[src/rtl/multicycle_control_unit.sv]
// multicycle_control_unit: main control FSM of the multicycle MIPS-style core with req/ready memory handshake.
// Define ILLEGAL_TRAP_EN to send illegal opcodes to FAULT instead of retiring them as NOPs.
module multicycle_control_unit #(
  parameter logic [4:0] ALU_ADD_FUNC = 5'b00001,
  parameter logic [4:0] ALU_SUB_FUNC = 5'b00010,
  parameter int MEM_TIMEOUT = 255
) (
  input  logic       clk,
  input  logic       rst_n,
  input  logic [1:0] IRType,
  input  logic [4:0] IRFunc,
  input  logic       Zero,
  input  logic       MemReady,
  output logic       PCWrite,
  output logic [1:0] PCSrc,
  output logic       IorD,
  output logic       MemRead,
  output logic       MemWrite,
  output logic       IRWrite,
  output logic       RegWrite,
  output logic [1:0] WBSrc,
  output logic       ALUSrcA,
  output logic [1:0] ALUSrcB,
  output logic [1:0] ALUType,
  output logic [4:0] ALUFunc,
  output logic       InstrDone,
  output logic       Fault,
  output logic [2:0] State
);
`ifdef ILLEGAL_TRAP_EN
  localparam bit TRAP = 1'b1;
`else
  localparam bit TRAP = 1'b0;
`endif
  localparam logic [7:0] TO_LAST = 8'(MEM_TIMEOUT - 1);
  typedef enum logic [2:0] {
    S_FETCH = 3'd0, S_DECODE = 3'd1, S_EXEC = 3'd2, S_MEM = 3'd3, S_WB = 3'd4, S_FAULT = 3'd7
  } state_t;
  state_t state, state_next;
  logic [7:0] cnt;
  logic is_r, is_i, is_j, is_s, i_alu, i_lw, i_sw, i_beq, j_jal, legal, waiting, timeout;
  assign is_r  = IRType == 2'b00;
  assign is_i  = IRType == 2'b01;
  assign is_j  = IRType == 2'b10;
  assign is_s  = IRType == 2'b11;
  assign i_alu = is_i && IRFunc <= 5'd1;
  assign i_lw  = is_i && IRFunc == 5'd2;
  assign i_sw  = is_i && IRFunc == 5'd3;
  assign i_beq = is_i && IRFunc == 5'd4;
  assign j_jal = is_j && IRFunc == 5'd1;
  assign legal = (is_r && IRFunc <= 5'd3) || (is_s && IRFunc <= 5'd1) ||
                 (is_i && IRFunc <= 5'd4) || (is_j && IRFunc <= 5'd1);
  // Counter only runs while a memory request is stalled, so it is already clear on entering FETCH/MEM.
  assign waiting = (state == S_FETCH || state == S_MEM) && !MemReady;
  assign timeout = MEM_TIMEOUT != 0 && waiting && cnt == TO_LAST;
  assign Fault   = state == S_FAULT;
  assign State   = state;
  always_ff @(posedge clk or negedge rst_n)
    if (!rst_n) begin
      state <= S_FETCH;
      cnt <= '0;
    end else begin
      state <= state_next;
      cnt <= waiting ? cnt + 8'd1 : '0;
    end
  // Strobes are gated by rst_n so an asserted reset drops any request immediately.
  always_comb begin
    state_next = state;
    PCWrite = 1'b0;
    PCSrc = 2'b00;
    IorD = 1'b0;
    MemRead = 1'b0;
    MemWrite = 1'b0;
    IRWrite = 1'b0;
    RegWrite = 1'b0;
    WBSrc = 2'b00;
    ALUSrcA = 1'b0;
    ALUSrcB = 2'b00;
    ALUType = 2'b00;
    ALUFunc = ALU_ADD_FUNC;
    InstrDone = 1'b0;
    if (rst_n)
      case (state)
        S_FETCH: begin
          MemRead = 1'b1;
          ALUSrcB = 2'b01;
          IRWrite = MemReady;
          PCWrite = MemReady;
          state_next = timeout ? S_FAULT : MemReady ? S_DECODE : S_FETCH;
        end
        S_DECODE: begin
          ALUSrcB = 2'b11;
          state_next = S_EXEC;
        end
        S_EXEC:
          if (!legal) begin
            InstrDone = !TRAP;
            state_next = TRAP ? S_FAULT : S_FETCH;
          end else if (is_r || is_s) begin
            ALUSrcA = 1'b1;
            ALUType = IRType;
            ALUFunc = IRFunc;
            state_next = S_WB;
          end else if (is_i) begin
            ALUSrcA = 1'b1;
            ALUSrcB = i_beq ? 2'b00 : 2'b10;
            ALUFunc = i_alu ? IRFunc : i_beq ? ALU_SUB_FUNC : ALU_ADD_FUNC;
            PCWrite = i_beq && Zero;
            PCSrc = i_beq ? 2'b01 : 2'b00;
            InstrDone = i_beq;
            state_next = i_beq ? S_FETCH : i_alu ? S_WB : S_MEM;
          end else begin
            PCWrite = 1'b1;
            PCSrc = 2'b10;
            RegWrite = j_jal;
            WBSrc = j_jal ? 2'b10 : 2'b00;
            InstrDone = 1'b1;
            state_next = S_FETCH;
          end
        S_MEM: begin
          IorD = 1'b1;
          MemRead = i_lw;
          MemWrite = i_sw;
          InstrDone = i_sw && MemReady;
          state_next = timeout ? S_FAULT : !MemReady ? S_MEM : i_lw ? S_WB : S_FETCH;
        end
        S_WB: begin
          RegWrite = 1'b1;
          WBSrc = i_lw ? 2'b01 : 2'b00;
          InstrDone = 1'b1;
          state_next = S_FETCH;
        end
        default: state_next = state;
      endcase
  end
endmodule

[config.mk]
export PLATFORM = sky130hd
export DESIGN_NAME = multicycle_control_unit
export DESIGN_NICKNAME = d
export VERILOG_FILES = /design/src/rtl/multicycle_control_unit.sv
export SDC_FILE = /design/constraint.sdc
export NUM_CORES = 1
export LEC_CHECK = 0
export CAP_MARGIN = 20
export CORE_MARGIN = 2
export CORE_UTILIZATION = 41
export CTS_CLUSTER_SIZE = 10
export DETAILED_ROUTE_END_ITERATION = 8
export MAX_ROUTING_LAYER = met4
export PLACE_DENSITY_LB_ADDON = 0.2
export SLEW_MARGIN = 25
export SYNTH_ARGS = -nofsm -noshare
export SYNTH_HDL_FRONTEND = slang
export SYNTH_SLANG_ARGS = --single-unit
[constraint.sdc]
create_clock -name clk -period 1.6 [get_ports clk]
set_input_delay 0.32 -clock clk [delete_from_list [all_inputs] [get_ports clk]]
set_output_delay 0.32 -clock clk [all_outputs]
set_load 0.05 [all_outputs]
==> results of run 1 <==
==> repair_timing <==
action                     in CTS
pin swaps                      24
setup endpoints to repair      27
resized for setup              50
buffers inserted                9
gates cloned                    0
==> logic make-up after synthesis <==
family / Yosys count / synth area share, %
adder cells (fa/ha/maj): 7 / 8.16
flip-flops: 11 / 25.6
XOR/XNOR: 6 / 4.90
other: 1 / 0.349
AO/OA/AOI/OAI: 25 / 14.8
buffers and inverters: 20 / 9.09
AND/OR/NAND/NOR: 70 / 37.1
==> metrics by stage <==
stage | utilization, % | hold WS, ns
CTS | 93.6 | 0.129
detailed placement | 84.4 | 0.567
global placement | 84.4 | 0.527
floorplan | - | 0.0244
==> results.toml, run 1 <==
[status]
status = "aborted with a tool error"
haltStage = "global routing (5_1_grt)"
error = "[ERROR DPL-0038] Utilization greater than 100%, impossible to legalize"

[place]
placed_cell_area_um2 = 2090
place_ws_ns = -0.904
place.gp.congestion = 0.925
portBuffers = 33
dp_cells = 230
hpwl_mm = 2.93

[floorplanning]
fp-row-count = 18
io_pins = 36
die_w_um = 55.2
start_util_pct = 43.3
dieHeight_um = 55.2

[yosys]
async_flop_share_pct = 100
netlist.area_leader.share_pct = 25.6
netlist_instances = 140
yosys_warnings = 0
ys_seq_area_share_pct = 25.6
synth_cell_types = 41
netlist_area_um2 = 1070
synth.most_common_cell = "nor2_1"
synth-seq-cells = 11
synth_top_area_cell = "dfrtp_1"
postSynthAreaPerCell_um2 = 7.67
synthFlopType = "dfrtp_1"
netlist_top_cells_count = "25 x nor2_1, 11 x dfrtp_1, 11 x inv_1"
synth.area.top_cells = "dfrtp_1 26%, nor2_1 8.7%, ha_1 8.2%, inv_1 3.8%, xor2_1 3.3%"
synth_edf_count = 0

[clock_network]
max-clock-path-buffers = 2
htreeDepth = 1
root_buffer = "clkbuf_4"
hold_buffers = 0
cts_buffers = 3
clock-sinks = 11

[grt]
grt_max_degree = 11

[timing]
worstEndpointGrtRepair = "MemRead"
endpoint_type = "output port"
==> run 2, diff against run 1 <==
CORE_AREA = 2 2 63 65   (was not set)
CORE_MARGIN = not set   (was 2)
CORE_UTILIZATION = not set   (was 41)
CTS_CLUSTER_SIZE = not set   (was 10)
DIE_AREA = 0 0 65 67   (was not set)
MAX_ROUTING_LAYER = not set   (was met4)
PLACE_DENSITY_LB_ADDON = 0.15   (was 0.2)
clock period = 2.08 ns   (was 1.6 ns; I/O delays follow)
==> results.toml, run 2 <==
[status]
status = "complete, but fails checks"
violations = "setup timing"

[setup_path]
r2r_start = "State[2]"
r2r_slack_ns = 0.45
r2r_end = "State[2]"
required_ns = 1.66
startpoint_type = "primary input"
crit_path_start = "IRType[1]"
arrival_ns = 1.76
critPathKind = "primary input to output port"
reg2regPathDepth = 5
crit_fanout = 4
end_kind = "output port"

[detailed_routing]
vias = 1187
viasPerCell = 4.81
drt_iter0_markers = 42
routed_wirelength_mm = 3.19
route.detailed.drc = 0
ant_nets = 0
wl_per_cell_um = 12.9
drtPass1Iterations = 4

[yosys]
synth_xor_area_share_pct = 4.90
synth_cell_types = 41
synth_top_area_cell = "dfrtp_1"
synth-compound-area-share_pct = 14.8
synth-seq-cells = 11
async_flop_share_pct = 100
synth-simple-area-share_pct = 37.1
synth.area.top_cells = "dfrtp_1 26%, nor2_1 8.7%, ha_1 8.2%, inv_1 3.8%, xor2_1 3.3%"
netlist_top_cells_count = "25 x nor2_1, 11 x dfrtp_1, 11 x inv_1"
synth_edf_count = 0
netlist_area_um2 = 1070
synthFlopType = "dfrtp_1"
ys_seq_area_share_pct = 25.6
netlist.area_leader.share_pct = 25.6
synth_fa_ha_area_share_pct = 8.16
muxShareOfSynthArea_pct = 0
postSynthAreaPerCell_um2 = 7.67
yosys_warnings = 0
synth.most_common_cell = "nor2_1"
synth_top_family_by_area = "simple AND/OR/NAND/NOR gates"
netlist_instances = 140

[grt]
grt_pass1_vias = 1164
grt_first_pass_wirelength_mm = 5.20
grt-ovfl-total = 0
gr-usage-all-layers_pct = 15.3
grt_antenna_before_repair = 0
grt_max_degree = 18

[floorplanning]
start_util_pct = 29.8
core_um2 = 3610
dieHeight_um = 67
die_w_um = 65
dieArea_um2 = 4360
io_pins = 36
fp-row-count = 22

[clock_network]
cts_tree = "built"
max-clock-path-buffers = 2
path_clk_slew_ns = 0.05
root_buffer = "clkbuf_8"
cts_buffers = 3
clock-sinks = 11
htreeDepth = 1
clock_latency_ns = 0.24

[pwr]
p_leak_nw = 0.877
ir_worst_vdd_v = 0.000446
p_per_area_nw_per_um2 = 655
power.total_mw = 1.37

[place]
place.gp.congestion = 0.822
dp_cells = 236
hpwl_mm = 2.50
portBuffers = 33
placed_cell_area_um2 = 1880

[timing]
timing.final.ws_setup_ns = -0.0965
rsz0062_at_grt = "true"
setup_viol = 11
finalCritPeriodShare_pct = 105
slew_viol_final = 0
max_freq_mhz = 459
min_period_ns = 2.18
whs_ns = 0.265
finClkSkew_ns = 0.00230
timing_hold_violations_final = 0

[finish]
area_delta_synth_final_pct = 95.0
fin_util_pct = 58.1
layout-drive-gt1-share_pct = 50.8
layout_commonest_cell = "buf_4"
final_area_um2 = 2090
nNetsFinal = 218
antenna_cells = 0
regMostFlops = "cnt"
fin_cells = 247
largest_register_ffs = 8
final_cell_mix = "29 x buf_4, 20 x buf_12, 16 x nor2_1, 10 x dfrtp_1, 8 x inv_1"

[run]
maxCapViolCount = 0

[hold_path]
min_path_type = "primary input to asynchronous set/reset pin"
## run 2: critical path: stages
cell	delay, ns
buf_12	0.10
clkinv_8	0.04
ha_4	0.16
buf_4	0.13
nor4b_1	0.33
nand3_1	0.17
buf_4	0.17
nor2_4	0.09
buf_12	0.14
## run 2: power breakdown
part / internal [mW] / switching [mW]
Sequential: 0.249 / 0.0608
Combinational: 0.353 / 0.490
Clock: 0.132 / 0.0861
Total: 0.734 / 0.637
## run 2: layer usage
layer	routed length, µm	global-route usage, %	vias up
met3	157	3.72	4
met4	17	2.39	0
met5	0	0	-
li1	-	-	595
met1	1320	18.7	559
met2	1690	27.3	29
## run 2: cells by family after synthesis
family / Yosys count
buffers and inverters: 20
other: 1
adders and majority gates: 7
AOI/OAI and AO/OA: 25
xor gates and xnor gates: 6
DFF: 11
and+or+nand+nor: 70
## run 2: worst max path at each step
stage,end
5_1_grt,WBSrc[1]
3_5_place_dp,ALUFunc[2]
3_3_place_gp,ALUFunc[2]
6_report,WBSrc[1]
2_1_floorplan,WBSrc[1]
4_1_cts,ALUFunc[2]
## run 2: what timing repair did
item / 4_1_cts / 5_1_grt
cloned: 0 / 0
pin swaps: 10 / 14
hold buffers: 0 / 0
buffers inserted: 4 / 3
setup endpoints to repair: 21 / 15
gates resized for setup: 36 / 21
## run 2: area by class of cell
type                            count  area (µm²)
Fill cell                         314        1510
Multi-Input combinational cell    110         905
Timing Repair Buffer               62         743
Sequential cell                    11         277
Inverter                           12        62.6
Tap cell                           48        60.1
Clock buffer                        3        41.3
Clock inverter                      1        5.00
## run 2: per-stage QoR
step | worst slack [ns] | setup TNS, ns
6_report | -0.0965 | -0.570
5_1_grt | -0.189 | -1.57
4_1_cts | -0.134 | -0.844
3_5_place_dp | -0.637 | -9.60
3_3_place_gp | -0.621 | -9.28
2_1_floorplan | -0.154 | -0.623
No activity file was read; power rests on OpenSTA's default activity.
